===== config.mk =====
export PLATFORM = sky130hd
export DESIGN_NAME = alu_seq
export DESIGN_NICKNAME = d
export VERILOG_FILES = /design/src/rtl/alu_seq_pkg.sv /design/src/rtl/alu_seq_flags.sv /design/src/rtl/alu_seq.sv
export SDC_FILE = /design/constraint.sdc
export NUM_CORES = 1
export LEC_CHECK = 0
export CAP_MARGIN = 20
export CORE_UTILIZATION = 50
export CTS_CLUSTER_SIZE = 12
export DETAILED_ROUTE_END_ITERATION = 16
export PLACE_DENSITY = 0.75
export SYNTH_ARGS = -nofsm -noshare
export SYNTH_HDL_FRONTEND = slang
export SYNTH_SLANG_ARGS = --single-unit

===== constraint.sdc =====
create_clock -name clk -period 7.73 [get_ports clk]
set_clock_uncertainty 0.2 [all_clocks]
set_input_delay 2.319 -clock clk [delete_from_list [all_inputs] [get_ports clk]]
set_output_delay 2.319 -clock clk [all_outputs]
set_load 0.005 [all_outputs]

===== src/rtl/alu_seq_pkg.sv =====
// Shared opcode encodings and FSM state type for the sequential ALU.
package alu_seq_pkg;

   localparam logic [2:0] OPC_ADD = 3'b000;
   localparam logic [2:0] OPC_SUB = 3'b001;
   localparam logic [2:0] OPC_AND = 3'b010;
   localparam logic [2:0] OPC_OR  = 3'b011;
   localparam logic [2:0] OPC_XOR = 3'b100;
   localparam logic [2:0] OPC_SHL = 3'b101;
   localparam logic [2:0] OPC_SHR = 3'b110;
   localparam logic [2:0] OPC_MUL = 3'b111;

   typedef enum logic [2:0] {
      OP_ADD = OPC_ADD,
      OP_SUB = OPC_SUB,
      OP_AND = OPC_AND,
      OP_OR  = OPC_OR,
      OP_XOR = OPC_XOR,
      OP_SHL = OPC_SHL,
      OP_SHR = OPC_SHR,
      OP_MUL = OPC_MUL
   } op_e;

   typedef enum logic [1:0] {
      S_IDLE,
      S_EXEC,
      S_DONE
   } state_e;

endpackage


===== src/rtl/alu_seq_flags.sv =====
// Combinational status-flag generation from the final result; flag_err reports MUL
// when the multiplier is compiled out (ALU_SEQ_MUL_EN undefined).
module alu_seq_flags
   import alu_seq_pkg::*;
#(
   parameter int WIDTH = 8
) (
   input  logic [WIDTH-1:0] result,
   input  logic             carry,
   input  logic             ovf,
   input  op_e              op,
   output logic             flag_zero,
   output logic             flag_neg,
   output logic             flag_carry,
   output logic             flag_ovf,
   output logic             flag_err
);

   assign flag_zero  = (result == '0);
   assign flag_neg   = result[WIDTH-1];
   assign flag_carry = carry;
   assign flag_ovf   = ovf && ((op == OP_ADD) || (op == OP_SUB));
`ifdef ALU_SEQ_MUL_EN
   assign flag_err   = 1'b0;
`else
   assign flag_err   = (op == OP_MUL);
`endif

endmodule


===== src/rtl/alu_seq.sv =====
// Sequential ALU: single-cycle logic/arith ops, bit-serial shifts, iterative shift-add MUL
// (present only with ALU_SEQ_MUL_EN). Result is held in DONE until out_ready.
module alu_seq
   import alu_seq_pkg::*;
#(
   parameter int WIDTH = 8
) (
   input  logic             clk,
   input  logic             rst_n,
   input  logic             in_valid,
   output logic             in_ready,
   input  logic [2:0]       op,
   input  logic [WIDTH-1:0] a,
   input  logic [WIDTH-1:0] b,
   output logic             out_valid,
   input  logic             out_ready,
   output logic [WIDTH-1:0] result,
   output logic             flag_zero,
   output logic             flag_neg,
   output logic             flag_carry,
   output logic             flag_ovf,
   output logic             flag_err
);

   localparam int SHW  = $clog2(WIDTH);
   localparam int CNTW = SHW + 1;

   state_e            state_q, state_d;
   op_e               op_q, op_d;
   logic [WIDTH-1:0]  res_q, res_d;
   logic              carry_q, carry_d;
   logic              ovf_q, ovf_d;
   logic [CNTW-1:0]   cnt_q, cnt_d;
`ifdef ALU_SEQ_MUL_EN
   logic [WIDTH-1:0]  mcand_q, mcand_d;
   logic [WIDTH-1:0]  hi_q, hi_d;
   logic [WIDTH:0]    mul_sum;
`endif

   logic [WIDTH:0]    add_sum, sub_sum;
   logic [SHW-1:0]    shamt;
   logic              fz, fn, fc, fo, fe;

   assign add_sum = {1'b0, a} + {1'b0, b};
   assign sub_sum = {1'b0, a} + {1'b0, ~b} + (WIDTH+1)'(1);
   assign shamt   = b[SHW-1:0];

   always_comb begin
      state_d = state_q;
      op_d    = op_q;
      res_d   = res_q;
      carry_d = carry_q;
      ovf_d   = ovf_q;
      cnt_d   = cnt_q;
`ifdef ALU_SEQ_MUL_EN
      mcand_d = mcand_q;
      hi_d    = hi_q;
      mul_sum = '0;
`endif
      case (state_q)
         S_IDLE: begin
            if (in_valid) begin
               op_d    = op_e'(op);
               carry_d = 1'b0;
               ovf_d   = 1'b0;
               state_d = S_DONE;
               case (op_e'(op))
                  OP_ADD: begin
                     res_d   = add_sum[WIDTH-1:0];
                     carry_d = add_sum[WIDTH];
                     ovf_d   = (a[WIDTH-1] == b[WIDTH-1]) && (add_sum[WIDTH-1] != a[WIDTH-1]);
                  end
                  OP_SUB: begin
                     res_d   = sub_sum[WIDTH-1:0];
                     carry_d = sub_sum[WIDTH];
                     ovf_d   = (a[WIDTH-1] != b[WIDTH-1]) && (sub_sum[WIDTH-1] != a[WIDTH-1]);
                  end
                  OP_AND: res_d = a & b;
                  OP_OR:  res_d = a | b;
                  OP_XOR: res_d = a ^ b;
                  OP_SHL, OP_SHR: begin
                     res_d = a;
                     cnt_d = CNTW'(shamt);
                     if (shamt != '0) state_d = S_EXEC;
                  end
                  OP_MUL: begin
`ifdef ALU_SEQ_MUL_EN
                     // res holds the multiplier and collects the low product half as it shifts down
                     res_d   = b;
                     hi_d    = '0;
                     mcand_d = a;
                     cnt_d   = CNTW'(WIDTH);
                     state_d = S_EXEC;
`else
                     res_d   = '0;
`endif
                  end
                  default: res_d = '0;
               endcase
            end
         end
         S_EXEC: begin
            cnt_d = cnt_q - CNTW'(1);
            if (cnt_q == CNTW'(1)) state_d = S_DONE;
            case (op_q)
               OP_SHL: begin
                  res_d   = {res_q[WIDTH-2:0], 1'b0};
                  carry_d = res_q[WIDTH-1];
               end
               OP_SHR: begin
                  res_d   = {1'b0, res_q[WIDTH-1:1]};
                  carry_d = res_q[0];
               end
`ifdef ALU_SEQ_MUL_EN
               OP_MUL: begin
                  mul_sum = {1'b0, hi_q} + (res_q[0] ? {1'b0, mcand_q} : '0);
                  hi_d    = mul_sum[WIDTH:1];
                  res_d   = {mul_sum[0], res_q[WIDTH-1:1]};
                  carry_d = |mul_sum[WIDTH:1];
               end
`endif
               default: ;
            endcase
         end
         S_DONE: begin
            if (out_ready) state_d = S_IDLE;
         end
         default: state_d = S_IDLE;
      endcase
   end

   always_ff @(posedge clk) begin
      if (!rst_n) begin
         state_q <= S_IDLE;
         op_q    <= OP_ADD;
         res_q   <= '0;
         carry_q <= 1'b0;
         ovf_q   <= 1'b0;
         cnt_q   <= '0;
`ifdef ALU_SEQ_MUL_EN
         mcand_q <= '0;
         hi_q    <= '0;
`endif
      end else begin
         state_q <= state_d;
         op_q    <= op_d;
         res_q   <= res_d;
         carry_q <= carry_d;
         ovf_q   <= ovf_d;
         cnt_q   <= cnt_d;
`ifdef ALU_SEQ_MUL_EN
         mcand_q <= mcand_d;
         hi_q    <= hi_d;
`endif
      end
   end

   alu_seq_flags #(.WIDTH(WIDTH)) u_flags (
      .result     (res_q),
      .carry      (carry_q),
      .ovf        (ovf_q),
      .op         (op_q),
      .flag_zero  (fz),
      .flag_neg   (fn),
      .flag_carry (fc),
      .flag_ovf   (fo),
      .flag_err   (fe)
   );

   assign in_ready   = (state_q == S_IDLE);
   assign out_valid  = (state_q == S_DONE);
   assign result     = res_q;
   // Flags only mean something alongside a valid result; keeps them 0 out of reset.
   assign flag_zero  = out_valid & fz;
   assign flag_neg   = out_valid & fn;
   assign flag_carry = out_valid & fc;
   assign flag_ovf   = out_valid & fo;
   assign flag_err   = out_valid & fe;

endmodule


## Word level (Yosys, flattened, before mapping)

Cells that the tools add are included.

| word-level totals | value |
|---|---|
| register bits | 19 |
| output and inout bits | 15 |
| logic and storage cells | 75 |

| operators by class | value |
|---|---|
| add/subtract/negate cells | 4 |
| eq/ne operators | 23 |
| multiplexer cells | 18 |
| bitwise operators | 9 |
| reduce and logical (&&, ||, !) cells | 15 |

Operator list:

| kind | number |
|---|---|
| $pmux 8 s7 | 1 |
| $pmux 8 s2 | 2 |
| $eq 3x3->1 const B | 7 |
| $add 8x8->9 | 2 |
| $mux 2 | 5 |
| $add 9x1->9 const B | 1 |
| $reduce_and 3->1 | 3 |
| $and 8x8->8 | 1 |
| $logic_not 8->1 | 1 |
| $mux 4 | 2 |
| $mux 8 | 1 |
| $not 8->8 | 1 |
| $or 8x8->8 | 1 |
| $pmux 1 s2 | 4 |
| $pmux 4 s2 | 1 |
| $xor 8x8->8 | 1 |
| $eq 3x1->1 const B | 2 |
| $eq 3x2->1 const B | 2 |
| $logic_not 3->1 | 2 |
| $pmux 2 s3 | 1 |
| $and 1x1->1 | 5 |
| $eq 4x1->1 const B | 1 |
| $ne 2x1->1 const B | 2 |
| $ne 2x2->1 const B | 2 |
| 14 further kinds | 18 |

## Depth between registers and ports, before layout

Gate-level depths: netlist of the first run.

| logic depth | value |
|---|---|
| depth after elaboration | 6 |
| mapped depth | 9 |

## Cells and area by module

A second synthesis of the first run with hierarchy kept.

| unflattened totals | value |
|---|---|
| cell total of the unflattened synthesis | 314 |
| area, all modules | 2363.5 sq um |

By module, submodules not included:

| module | instances | cells an instance | area an instance (sq um) | seq. area each (sq um) |
|---|---|---|---|---|
| alu_seq | 1 | 307 | 2316.0 | 380.4 |
| alu_seq_flags | 1 | 7 | 47.5 | 0.0 |

## Worst setup path before layout of the first run

Ideal clock, no wire load.

| timing path | value |
|---|---|
| kind | input port to flip-flop |
| from | in a[0] |
| to | reg res_q[6] (netlist: result[6]) |
| setup time | 0.126 ns |
| data arrival time | 3.885 ns |
| data required time | 7.404 ns |
| path slack | 3.519 ns |
| cell stages on the path | 8 |
| path buffers | 0 |
| cell sequence | inv_1 -> ha_1 -> fa_1 -> o21ba_1 -> o41ai_2 -> xnor2_1 -> a311oi_1 -> nor3_2 |

| between the ends | value |
|---|---|
| longest elaborated chain between the ends | 5 |
| elaborated cells on any way between the ends | 6 |

RTL lines:

| element | line | source |
|---|---|---|
| from (decl) | alu_seq.sv:13 | `input logic [WIDTH-1:0] a,` |
| $add 8x8->9 | alu_seq.sv:45 | `assign sub_sum = {1'b0, a} + {1'b0, ~b} + (WIDTH+1)'(1);` |
| $add 9x1->9 | alu_seq.sv:45 |  |
| $pmux 8 s7 (*) | alu_seq.sv:67 | `case (op_e'(op))` |
| $mux 8 (*) | alu_seq.sv:62 | `if (in_valid) begin` |
| $pmux 8 s2 (*) | alu_seq.sv:60 | `case (state_q)` |
| to (signal assigned) | alu_seq.sv:147 | `res_q <= res_d;` |
| to (decl) | alu_seq.sv:30 | `logic [WIDTH-1:0] res_q, res_d;` |

Every way passes the cells marked *; elsewhere a longest branch is shown, timed or not. The select of a mux whose other input is x is not followed.
A chain may end at the register's enable or synchronous reset.

## Worst setup path in the final report of the first run

| timing path | value |
|---|---|
| from | in op[2] |
| to | reg res_q[6] (netlist: result[6]) |

| between the ends | value |
|---|---|
| longest elaborated chain between the ends | 5 |
| elaborated cells on any way between the ends | 12 |

RTL lines:

| element | line | source |
|---|---|---|
| from (decl) | alu_seq.sv:12 | `input logic [2:0] op,` |
| $eq 3x3->1 | alu_seq.sv:67 |  |
| $reduce_or 2->1 | alu_seq.sv:67 |  |
| $pmux 8 s7 (*) | alu_seq.sv:67 |  |
| $mux 8 (*) | alu_seq.sv:62 |  |
| $pmux 8 s2 (*) | alu_seq.sv:60 |  |

Marks and branches as above.

==> impl_results.md, run 1 <==
* Seq/Total Area, Yosys at 0.151
* Reg area at about 380 µm²
* Status: finished, final reports clean
* Switching power at 143 µW
* CP Class: primary input to flop
* CP endpoint kind: flop
* RSZ-0062 raised after global routing: no
* Synth Flop Type: dfxtp_1
* Vias at about 2400
* # clock sinks at 19
* Core area at 4790 µm²
* Number of diodes at 0
* Switching share of power at 0.384
* Initial antenna violation count at 0
* Path depth of the worst reg2reg path at 6
* Max Cap Viol at 0
* Hold_buf cts at 0
* Final #Nets at roughly 400
* Area of the multi-input gates at 1880 µm²
* Min-Delay Path Class: flop to flop
* DP Worst Slack at 2.69 ns
* Pins Over Slew Limit at 0
* Hold depth at 2
* Measured slew at the worst slew-check pin at roughly 1.0 ns
* Pwr Total at around 370 µW
* Mapped Cells at 328
* DRC Markers at 0
* Vias per inst at 5.87
* Syn Area/Cell at roughly 7.7 µm²
* Rows at 25
* Setup ws final at 2.92 ns
* Worst skew pair latency at approximately 0.26 ns
* Post-CTS Setup Bufs at 0
* Layout area overhead at 13.9%
* Startpoint Class: primary input
* Post-synth ARST share at 0
* Logic pwr share at 0.473
* Drt total wl at about 6.1 mm
* Iteration-0 DRC Markers at 200
* Netlist Area Pre-Place at ~2500 µm²
* Gr usage total at 0.247
* Pwr Density at about 130 nW/µm²
* Count of flip-flops with a built-in enable after synthesis at 0
* Worst EP arrival at roughly 4.8 ns
* Hold_ws at roughly 0.32 ns
* Rel. slew slack at 0.332
* Distinct cells, synth at 63
* GPL Wtd Cong at 0.919
* Syn_nets at 380
* Routed Antenna Nets at 0
* Starting Density at 0.525
* Grt total ovfl at 0
* Yosys warns at 0
* Part of the cycle the worst path needs at 0.622
* H-tree levels at 1
* Fmax at between 200 and 250 MHz
* Setup TNS at 0 ns
* I/O Pins at 38
* DIE WIDTH at about 73 µm
* Internal cell power at between 200 and 250 µW
* Die height at ~73 µm
* Number of buffers created by CTS at 3
* Fin crit period at ~4.8 ns
* First-pass DRT Iterations at 4
* Seq pwr share at 0.336
* Clock power share at 0.191
* PortBufs at 37
* First-pass GRT wire length at 10.4 mm
* Crit path required time at 7.68 ns
* CP Max Fanout at 28
* Dpl hpwl at 4.66 mm
* Layout cells sized above 1 at 0.0494
* P_leak at 1.19 nW
* WL per Instance at between 10 and 15 µm
* VDD IR max at a little under 0.1 mV
* Final hold vios at 0
* Largest net degree at the start of global routing at 29
* # resized after CTS at 0
* Yosys reg bits at 19
* Final Setup Violations at 0
* Clock tree buffer depth at 2
* CTS clk-pin slew, worst paths at approximately 0.070 ns
* CTS tree: built
* Die area at about 5300 µm²
* Filler cells at 471
* Vias in the first global route at about 2200
* Root Buffer Master: clkbuf_8
## worst paths after layout
path / from / endpoint / slack [ns]
max: op[2] / result[6] / 2.92
min: cnt_q[1] / cnt_q[1] / 0.32
max reg2reg: state_q[0] / result[6] / 5.49
min reg2reg: cnt_q[1] / cnt_q[1] / 0.32
## metrics by stage
stage / cell area (µm²) / cells / utilization
final: 2860 / 411 / 0.598
after global routing: 2860 / 411 / 0.598
after CTS: 2860 / 411 / 0.598
after detailed placement: 2820 / 407 / 0.589
after global placement: 2820 / 407 / 0.589
after floorplan: 2510 / 328 / -
## per-layer routing
metal / wire length, µm / GRT usage / up-vias
li1: - / - / 1215
met1: 2940 / 0.340 / 1135
met2: 2820 / 0.411 / 55
met3: 244 / 0.0331 / 9
met4: 82 / 0.0545 / 0
met5: 0 / 0 / -
## placed cells by master (no fill, tap or decap), types with 3 or more instances in the layout
master,instances
nor2b_1,4
nand2_1,22
o221ai_1,5
o21ai_0,20
ha_1,27
clkdlybuf4s50_1,37
a21oi_1,20
xor2_1,3
and3_1,6
o31ai_1,5
o22ai_1,4
inv_1,24
dfxtp_1,19
nor4_1,4
a221oi_1,3
nand3_1,4
o211ai_1,7
clkbuf_8,3
a311oi_1,3
xnor2_1,6
and2_1,3
a21boi_0,5
nand2b_1,13
nor3_1,12
a31oi_1,6
nand3b_1,3
a2bb2oi_1,3
nor2_1,18
mux2i_1,9
## state kept, by name, indices dropped and copies added, names as in the netlist
signal,cells
ovf_q,1
state_q,2
cnt_q,4
carry_q,1
op_q,3
result,8
## Yosys cell counts, drive strengths merged, types with 4 or more instances
master	count	area share
a31oi	6	0.015
inv	25	0.037
nor2b	6	0.021
and3	6	0.015
a21oi	20	0.040
dfxtp	19	0.15
o211ai	7	0.021
nor4	4	0.010
o21ai	22	0.044
a221oi	4	0.021
o221ai	5	0.017
o31ai	5	0.015
ha	27	0.13
a21boi	6	0.018
o22ai	4	0.010
nand3	4	0.0080
mux2i	9	0.036
clkbuf	5	0.0075
nand2	22	0.033
nor2	18	0.027
xnor2	6	0.021
nor3	14	0.032
buf	21	0.055
nand2b	13	0.032
## critical path, cell delays in order
cell and delay [ns]:
clkdlybuf4s50_1 1.13, nand2b_1 0.42, a2bb2oi_1 0.23, o21ai_0 0.19
nor2_1 0.06, a311oi_1 0.33, nor3_2 0.08
## power by group through the flow
stage          clock network, mW  registers (mW)  logic [mW]
6_report                  0.0714           0.126       0.177
5_1_grt                   0.0763           0.128       0.197
4_1_cts                   0.0733           0.126       0.176
3_5_place_dp                   0           0.128       0.175
3_3_place_gp                   0           0.128       0.174
2_1_floorplan                  0           0.122       0.128
## cells by family after synthesis
| family | Yosys count | synth area share |
|---|---|---|
| DFF | 19 | 0.151 |
| muxes | 11 | 0.0448 |
| buffers and inverters | 51 | 0.100 |
| AOI/OAI and AO/OA | 107 | 0.301 |
| and+or+nand+nor | 102 | 0.222 |
| xor gates and xnor gates | 9 | 0.0314 |
| adders and majority gates | 29 | 0.150 |
## cell type report
type                            count  area share
Timing Repair Buffer               38       0.132
Sequential cell                    19       0.133
Clock inverter                      1     0.00175
Clock buffer                        3      0.0144
Tap cell                           67      0.0293
Multi-Input combinational cell    258       0.657
Inverter                           25      0.0328
Note: power is estimated with default switching activity, not from simulation.
==> run 2: changes to the inputs <==
Clock period 7.73 ns to 4.6 ns, I/O delays scaled along.
==> run 2 against run 1 <==
Via count rose by 0.17%. Largest power group unchanged. Die area unchanged. Cell area up 0.79%. Highest routed layer unchanged.
==> impl_results.md, run 2 (synthesis gave the netlist of run 1 again) <==
* Core area at 4790 µm² (unchanged)
* VDD IR max at 0.172 mV (+79%)
* Most common cell after layout, fill and taps aside: clkdlybuf4s50_1
* Layout cells sized above 1 at 0.0576 (+0.00822)
* Vias in the first global route at 2161 (-3.0%)
* # resized after CTS at 0 (unchanged)
* WL per Instance at 15.0 µm (+0.97%)
* I/O Pins at 38 (unchanged)
* Die area at 5320 µm² (unchanged)
* Reg-to-Reg Start: state_q[0]
* Status: finished, final reports clean
* DRC Markers at 0 (unchanged)
* Worst EP arrival at 3.72 ns (-1.04 ns)
* CP Max Fanout at 10 (-64%)
* Critical path origin: a[5]
* Routed Antenna Nets at 0 (unchanged)
* Pwr Density at 219 nW/µm² (+68%)
* Final #Nets at 400 (+0.76%)
* Die height at 72.9 µm (unchanged)
* Hold_ws at 0.311 ns (-0.00547 ns)
* Largest register FFs at 8 (unchanged)
* Filler cells at 447 (-5.1%)
* Number of buffers created by CTS at 3 (unchanged)
* Vias at 2418 (+0.17%)
* Path depth of the worst reg2reg path at 6 (unchanged)
* PortBufs at 37 (unchanged)
* RSZ-0062 raised after global routing: no
* Grt total ovfl at 0 (unchanged)
* Layout area overhead at 14.8%
* Startpoint Class: primary input
* CTS clk-pin slew, worst paths at 0.07 ns (about the same)
* Number of diodes at 0 (unchanged)
* Post-CTS Setup Bufs at 0 (unchanged)
* Clock tree buffer depth at 2 (unchanged)
* Pins Over Slew Limit at 0 (unchanged)
* H-tree levels at 1 (unchanged)
* Hold_buf cts at 0 (unchanged)
* P_leak at 1.20 nW (+1.2%)
* Measured slew at the worst slew-check pin at 0.726 ns (-0.272 ns)
* Setup TNS at 0 ns (unchanged)
* Crit path required time at 4.55 ns (-3.13 ns)
* Hold depth at 2 (unchanged)
* CTS tree: built
* Fmax at about 270 MHz
* Rel. slew slack at 0.515 (+0.182)
* First-pass GRT wire length at 10.1 mm (-2.9%)
* Drt total wl at 6.19 mm (+1.7%)
* Worst skew pair latency at 0.26 ns (about the same)
* Root Buffer Master: clkbuf_8
* Vias per inst at 5.84 (-0.56%)
* GPL Wtd Cong at 0.907 (-1.3%)
* Hold Path Origin: cnt_q[1]
* CP endpoint kind: flop
* Largest net degree at the start of global routing at 24 (-17%)
* DIE WIDTH at 72.9 µm (unchanged)
* Final hold vios at 0 (unchanged)
* Initial antenna violation count at 0 (unchanged)
* CP Class: primary input to flop
* Min-Delay Path Class: flop to flop
* R2R Path End: result[6]
* Dpl hpwl at 4.84 mm (+3.9%)
* Final Setup Violations at 0 (unchanged)
* Rows at 25 (unchanged)
* Iteration-0 DRC Markers at 172 (-14%)
* Most frequent cells in the layout: clkdlybuf4s50_1 (37), ha_1 (27), inv_1 (24)
* Starting Density at 0.525 (unchanged)
* Fin crit period at roughly 3.8 ns
* Part of the cycle the worst path needs at 0.819
* Max Cap Viol at 0 (unchanged)
* # clock sinks at 19 (unchanged)
* First-pass DRT Iterations at 4 (unchanged)
* Worst Hold End: cnt_q[1]
* Gr usage total at 0.240 (-0.00686)
* Worst reg2reg setup slack at 2.39 ns (-3.10 ns)
run 2: cell types whose count changed in the layout (fill, tap and decap cells not counted):
cell,change
buf_4,+3
run 2: area by class of cell:
| cell class | instances | area [µm²] | share of cell area |
|---|---|---|---|
| Clock inverter | 1 | 5.00 | 0.00173 |
| Sequential cell | 19 | 380 | 0.132 |
| Tap cell | 67 | 83.8 | 0.0290 |
| Inverter | 25 | 93.8 | 0.0325 |
| Multi-Input combinational cell | 258 | 1880 | 0.652 |
| Timing Repair Buffer | 41 | 400 | 0.139 |
| Clock buffer | 3 | 41.3 | 0.0143 |
run 2: routing by layer:
metal,part of all wire,global-route usage,up-vias
li1,-,-,1227
met1,0.46,0.324,1117
met2,0.48,0.402,62
met3,0.043,0.0373,12
met4,0.018,0.0566,0
met5,0,0,-
run 2: where the power goes:
group | switching (mW) | leakage [nW] | total [mW] | internal [mW]
logic | 0.155 | 1.02 | 0.299 | 0.143
clock network | 0.0598 | 0.0255 | 0.120 | 0.0604
registers | 0.0272 | 0.156 | 0.212 | 0.185
total | 0.242 | 1.20 | 0.631 | 0.389
run 2: worst max-delay path by stage:
stage,endpoint,slack (ns),cells after the start
global route,carry_q,0.70,9
global placement,carry_q,0.59,9
floorplan,result[6],1.33,8
finish,carry_q,0.83,9
CTS,carry_q,0.85,9
detailed placement,carry_q,0.58,9
run 2: worst max-delay path, cell delays in order:
cell	delay, ns
clkdlybuf4s50_1	0.58
inv_1	0.08
ha_1	0.50
nor2_1	0.12
a221oi_4	0.32
o41ai_2	0.15
a211o_1	0.31
a31oi_1	0.19
a21oi_1	0.08
run 2: metrics by stage:
step / util / power, mW / cells / cell area (µm²) / setup WS (ns)
floorplan: - / 0.421 / 328 / 2510 / 1.33
global placement: 0.593 / 0.508 / 410 / 2840 / 0.587
detailed placement: 0.593 / 0.512 / 410 / 2840 / 0.575
CTS: 0.603 / 0.632 / 414 / 2890 / 0.854
global route: 0.603 / 0.674 / 414 / 2890 / 0.702
finish: 0.603 / 0.631 / 414 / 2890 / 0.834
